File: config.mk
export PLATFORM = sky130hd
export DESIGN_NAME = pipe_stage_reg
export DESIGN_NICKNAME = d
export VERILOG_FILES = /design/src/rtl/pipe_stage_reg.sv
export SDC_FILE = /design/constraint.sdc
export NUM_CORES = 1
export LEC_CHECK = 0
export ABC_AREA = 1
export BUFFER_PORTS_ARGS = -buffer_cell sky130_fd_sc_hd__buf_2
export CAP_MARGIN = 20
export CELL_PAD_IN_SITES_DETAIL_PLACEMENT = 0
export CELL_PAD_IN_SITES_GLOBAL_PLACEMENT = 1
export CORE_UTILIZATION = 40
export DETAILED_ROUTE_END_ITERATION = 8
export GPL_TIMING_DRIVEN = 1
export PLACE_DENSITY_LB_ADDON = 0.1
export SLEW_MARGIN = 20
export SYNTH_ARGS = -nofsm -noshare
export SYNTH_HDL_FRONTEND = slang
export SYNTH_SLANG_ARGS = --single-unit
File: constraint.sdc
create_clock -name clk -period 2.9 [get_ports clk]
set_clock_uncertainty 0.05 [all_clocks]
set_input_delay 0.145 -clock clk [delete_from_list [all_inputs] [get_ports clk]]
set_output_delay 0.145 -clock clk [all_outputs]
set_load 0.02 [all_outputs]
File: src/rtl/pipe_stage_reg.sv
// Inter-stage pipeline register with a 2-entry skid buffer and valid/ready handshake.
// The main entry drives the outputs; the skid entry absorbs one beat while downstream
// stalls, so ready_out can be registered without losing throughput.
// Optional statistics counters are built only when PIPE_STAGE_STATS_EN is defined;
// otherwise stall_cnt/flush_cnt are tied to zero.
module pipe_stage_reg #(
    parameter int unsigned       PC_W     = 32,
    parameter int unsigned       INST_W   = 32,
    parameter int unsigned       SIDE_W   = 8,
    parameter logic [INST_W-1:0] NOP_INST = INST_W'(32'h0000_0013),
    parameter int unsigned       CNT_W    = 16
) (
    input  logic              clk,
    input  logic              rst,
    input  logic              flush,
    input  logic              valid_in,
    output logic              ready_out,
    input  logic [PC_W-1:0]   pc_in,
    input  logic [INST_W-1:0] inst_in,
    input  logic [SIDE_W-1:0] side_in,
    output logic              valid_out,
    input  logic              ready_in,
    output logic [PC_W-1:0]   pc_out,
    output logic [INST_W-1:0] inst_out,
    output logic [SIDE_W-1:0] side_out,
    output logic [CNT_W-1:0]  stall_cnt,
    output logic [CNT_W-1:0]  flush_cnt
);

    typedef enum logic [1:0] {StEmpty, StOne, StFull} state_e;

    state_e            state_q;
    logic              ready_q;
    logic [PC_W-1:0]   main_pc_q, skid_pc_q;
    logic [INST_W-1:0] main_inst_q, skid_inst_q;
    logic [SIDE_W-1:0] main_side_q, skid_side_q;

    logic accept;
    logic emit;

    assign valid_out = (state_q != StEmpty);
    assign ready_out = ready_q;
    assign accept    = valid_in & ready_q;
    assign emit      = valid_out & ready_in;

    // Occupancy FSM plus entry storage; ready is registered from the next occupancy.
    always_ff @(posedge clk) begin
        if (rst) begin
            state_q     <= StEmpty;
            ready_q     <= 1'b1;
            main_pc_q   <= '0;
            main_inst_q <= NOP_INST;
            main_side_q <= '0;
            skid_pc_q   <= '0;
            skid_inst_q <= NOP_INST;
            skid_side_q <= '0;
        end else if (flush) begin
            // Dropping every entry and the incoming beat; payload registers are don't-care.
            state_q <= StEmpty;
            ready_q <= 1'b1;
        end else begin
            case (state_q)
                StEmpty: begin
                    if (accept) begin
                        main_pc_q   <= pc_in;
                        main_inst_q <= inst_in;
                        main_side_q <= side_in;
                        state_q     <= StOne;
                    end
                    ready_q <= 1'b1;
                end
                StOne: begin
                    if (accept && emit) begin
                        main_pc_q   <= pc_in;
                        main_inst_q <= inst_in;
                        main_side_q <= side_in;
                        ready_q     <= 1'b1;
                    end else if (accept) begin
                        skid_pc_q   <= pc_in;
                        skid_inst_q <= inst_in;
                        skid_side_q <= side_in;
                        state_q     <= StFull;
                        ready_q     <= 1'b0;
                    end else if (emit) begin
                        state_q <= StEmpty;
                        ready_q <= 1'b1;
                    end else begin
                        ready_q <= 1'b1;
                    end
                end
                StFull: begin
                    if (emit) begin
                        main_pc_q   <= skid_pc_q;
                        main_inst_q <= skid_inst_q;
                        main_side_q <= skid_side_q;
                        state_q     <= StOne;
                        ready_q     <= 1'b1;
                    end else begin
                        ready_q <= 1'b0;
                    end
                end
                default: begin
                    state_q <= StEmpty;
                    ready_q <= 1'b1;
                end
            endcase
        end
    end

    // Head payload, forced to a NOP bubble whenever no entry is valid.
    always_comb begin
        pc_out   = '0;
        inst_out = NOP_INST;
        side_out = '0;
        if (valid_out) begin
            pc_out   = main_pc_q;
            inst_out = main_inst_q;
            side_out = main_side_q;
        end
    end

`ifdef PIPE_STAGE_STATS_EN
    logic [CNT_W-1:0] stall_cnt_q;
    logic [CNT_W-1:0] flush_cnt_q;
    logic             flush_kill;

    // A flush only counts when it actually discards a held entry or an offered beat.
    assign flush_kill = flush & (valid_out | valid_in);

    // Saturating event counters, cleared only by reset.
    always_ff @(posedge clk) begin
        if (rst) begin
            stall_cnt_q <= '0;
            flush_cnt_q <= '0;
        end else begin
            if (valid_out && !ready_in && (stall_cnt_q != '1)) begin
                stall_cnt_q <= stall_cnt_q + CNT_W'(1);
            end
            if (flush_kill && (flush_cnt_q != '1)) begin
                flush_cnt_q <= flush_cnt_q + CNT_W'(1);
            end
        end
    end

    assign stall_cnt = stall_cnt_q;
    assign flush_cnt = flush_cnt_q;
`else
    assign stall_cnt = '0;
    assign flush_cnt = '0;
`endif

endmodule

==> results_dict.tcl <==
set metrics [dict create \
    num_io_pins 183 \
    setup_viol 0 \
    rr_worst_depth 9 \
    min_path_cells 3 \
    via_per_inst 4.47 \
    maxSlewViolCount 0 \
    syn_avg_cell_area_um2 6.30 \
    slowest_delay_ns 0.66 \
    r2r_slack_ns 0.59 \
    crit_buf_inv 3 \
    grt_max_degree 93 \
    tritoncts "done" \
    cp_num_cells 9 \
    rsz0062_at_grt "false" \
    p_per_area_nw_per_um2 592 \
    routed_wirelength_um 20800 \
    route.detailed.drc 0 \
    post-route-min-period_ns 2.31 \
    firstDrtPassIters 5 \
    finalHoldViolCount 0 \
    cts.repair.resized 0 \
    fin_nets 1485 \
    synthTopCellsByArea "dfxtp_1, nand2_1, nor2_1, inv_1, nand4_1" \
    layout_commonest_cell "nand2_1" \
    finalSetupTns_ns 0 \
    vias 7486 \
    required_ns 3.16 \
    yosysTopAreaCell "dfxtp_1" \
    drive_above_1_share_pct 15.6 \
    antenna_found_initial 0 \
    clock-root-buffer "clkbuf_16" \
    numCtsBuffers 17 \
    crit_family "buffers and inverters" \
    yosysWarnings 0 \
    grt.overflow.total 0 \
    critPathMaxFanout 73 \
    placementRows 50 \
    post_cts_buffers 0 \
    diodes 0 \
    ant_nets 0 \
    drt-initial-drc-count 414 \
    startpoint_type "flip-flop" \
    synthesis.area_um2 7760 \
    clk_pin_slew_ns 0.06 \
    netlist.area_leader.share_pct 37.9 \
    htreeDepth 4 \
    ff_latch_area_um2 2940 \
    core_area_um2 18800 \
    status "completed" \
    grt_use_total_pct 21.3 \
    crit_path_end_kind "flip-flop" \
    leakagePower_nw 4.81 \
    reg2reg_from "state_q[0]" \
    port_buffers 150 \
    die_h_um 141 \
    yosysSeqAreaShare_pct 37.9 \
    layout_common_cells "nand2_1, nor2_1, buf_2" \
    cts_buffer_depth 2 \
    min_to "ready_out" \
    fmax_ghz 0.432 \
    grt_pass1_vias 6653 \
    grt_first_pass_wirelength_um 33900 \
    multi_input_area_um2 3780 \
    ys_seq_elements 147 \
    area.growth.synth_to_final_pct 26.0 \
    holdWs_ns 0.0231 \
    critPathKind "reg2reg" \
    clock_sinks 147 \
    hold_class "in2reg" \
    arrival_ns 2.57 \
    netlist_instances 1231 \
    tightest_slew_ns 0.902 \
    fillers 2036 \
    crit_chain "inv_1 > ha_4 > inv_1 > nand2_1 > nand2_4 > buf_4 > nand2_1 > nor2_1 > nor2_1" \
    clkLatencyLatePin_ns 0.41 \
    dp_hpwl_um 11800 \
    slew-limit-headroom_pct 39.9 \
    slowest_stage "buf_4" \
    period_share_pct 79.8 \
    wire_per_inst_um 12.4 \
    fin_util_pct 51.9 \
    globalplace.congestion 0.799 \
    ir_worst_vdd_v 0.000378 \
    dieArea_um2 20000 \
    die_x_um 141 \
    ctsHoldBuffers 73 \
    hp-start "flush" \
    maxCapViolCount 0 \
    rr_endpoint "state_q[1]" \
    synth.distinct_cells 24 \
    start_util_pct 41.2 \
]
==> cell type report <==
| type | count | area share (%) |
|---|---|---|
| timing repair buffer | 237 | 16.6 |
| multi-input combinational | 855 | 38.6 |
| sequential | 147 | 30.1 |
| clock buffer | 25 | 5.17 |
| inverter | 146 | 5.63 |
| clock inverter | 5 | 0.512 |
| tap | 260 | 3.33 |
==> routing by layer <==
| layer | routed length [µm] | track usage (%) | share of wire [%] |
|---|---|---|---|
| met1 | 10300 | 28.5 | 50 |
| met2 | 9500 | 35.3 | 46 |
| met3 | 757 | 3.41 | 3.6 |
| met4 | 216 | 6.35 | 1.0 |
| met5 | 0 | 0 | 0 |
==> where the power goes <==
group | internal [mW] | leakage (nW) | switching [mW]
Sequential | 2.21 | 1.20 | 0.0536
Combinational | 0.490 | 3.33 | 0.926
Clock | 1.28 | 0.279 | 0.825
==> logic make-up (layout without fill, tap and decap cells) <==
| group | Yosys count | count (layout) | synth area share (%) |
|---|---|---|---|
| AND/OR/NAND/NOR | 748 | 748 | 41.2 |
| adder cells (fa/ha/maj) | 4 | 4 | 0.645 |
| other | 1 | 32 | 0.0483 |
| flip-flops | 147 | 147 | 37.9 |
| buffers and inverters | 260 | 413 | 15.5 |
| AO/OA/AOI/OAI | 71 | 71 | 4.63 |
==> worst max-delay path by stage <==
stage	start	endpoint	slack, ns
after CTS	state_q[0]	main_pc_q[11]	0.56
after floorplan	state_q[0]	main_inst_q[27]	1.24
after global placement	state_q[1]	state_q[0]	0.63
final	state_q[0]	state_q[1]	0.59
after detailed placement	state_q[0]	main_pc_q[11]	0.56
after global routing	state_q[0]	state_q[1]	0.32
==> synthesized netlist by cell type, drive strengths merged <==
library cell  instances
a21oi                 1
and2                 69
buf                  79
clkbuf               35
clkinv                1
conb                  1
dfxtp               147
ha                    4
inv                 145
nand2               310
nand3                 9
nand4                72
nor2                285
o2111ai               1
o21ai                69
or2                   3
==> sequential cells by signal (all words and copies together), names as in the netlist <==
| signal | count |
|---|---|
| skid_side_q | 8 |
| skid_inst_q | 32 |
| main_side_q | 8 |
| skid_pc_q | 32 |
| main_pc_q | 32 |
| ready_out | 1 |
| main_inst_q | 32 |
| state_q | 2 |
==> per-stage QoR <==
step                total power [mW]  worst slack, ns  cell area [µm²]  instances
finish                          5.78            0.587             9770       1675
global route                    6.14            0.324             9770       1675
CTS                             5.85            0.555             9770       1675
detailed placement              3.65            0.562             8490       1572
global placement                3.64            0.629             8490       1572
floorplan                       3.36             1.24             7870       1262
==> tightest hold or removal path, delay by kind of cell <==
family	cells	cell delay [ns]
AO/OA/AOI/OAI	1	0.08
buffers and inverters	1	0.13
AND/OR/NAND/NOR	1	0.09
No activity file was read; power rests on OpenSTA's default activity.
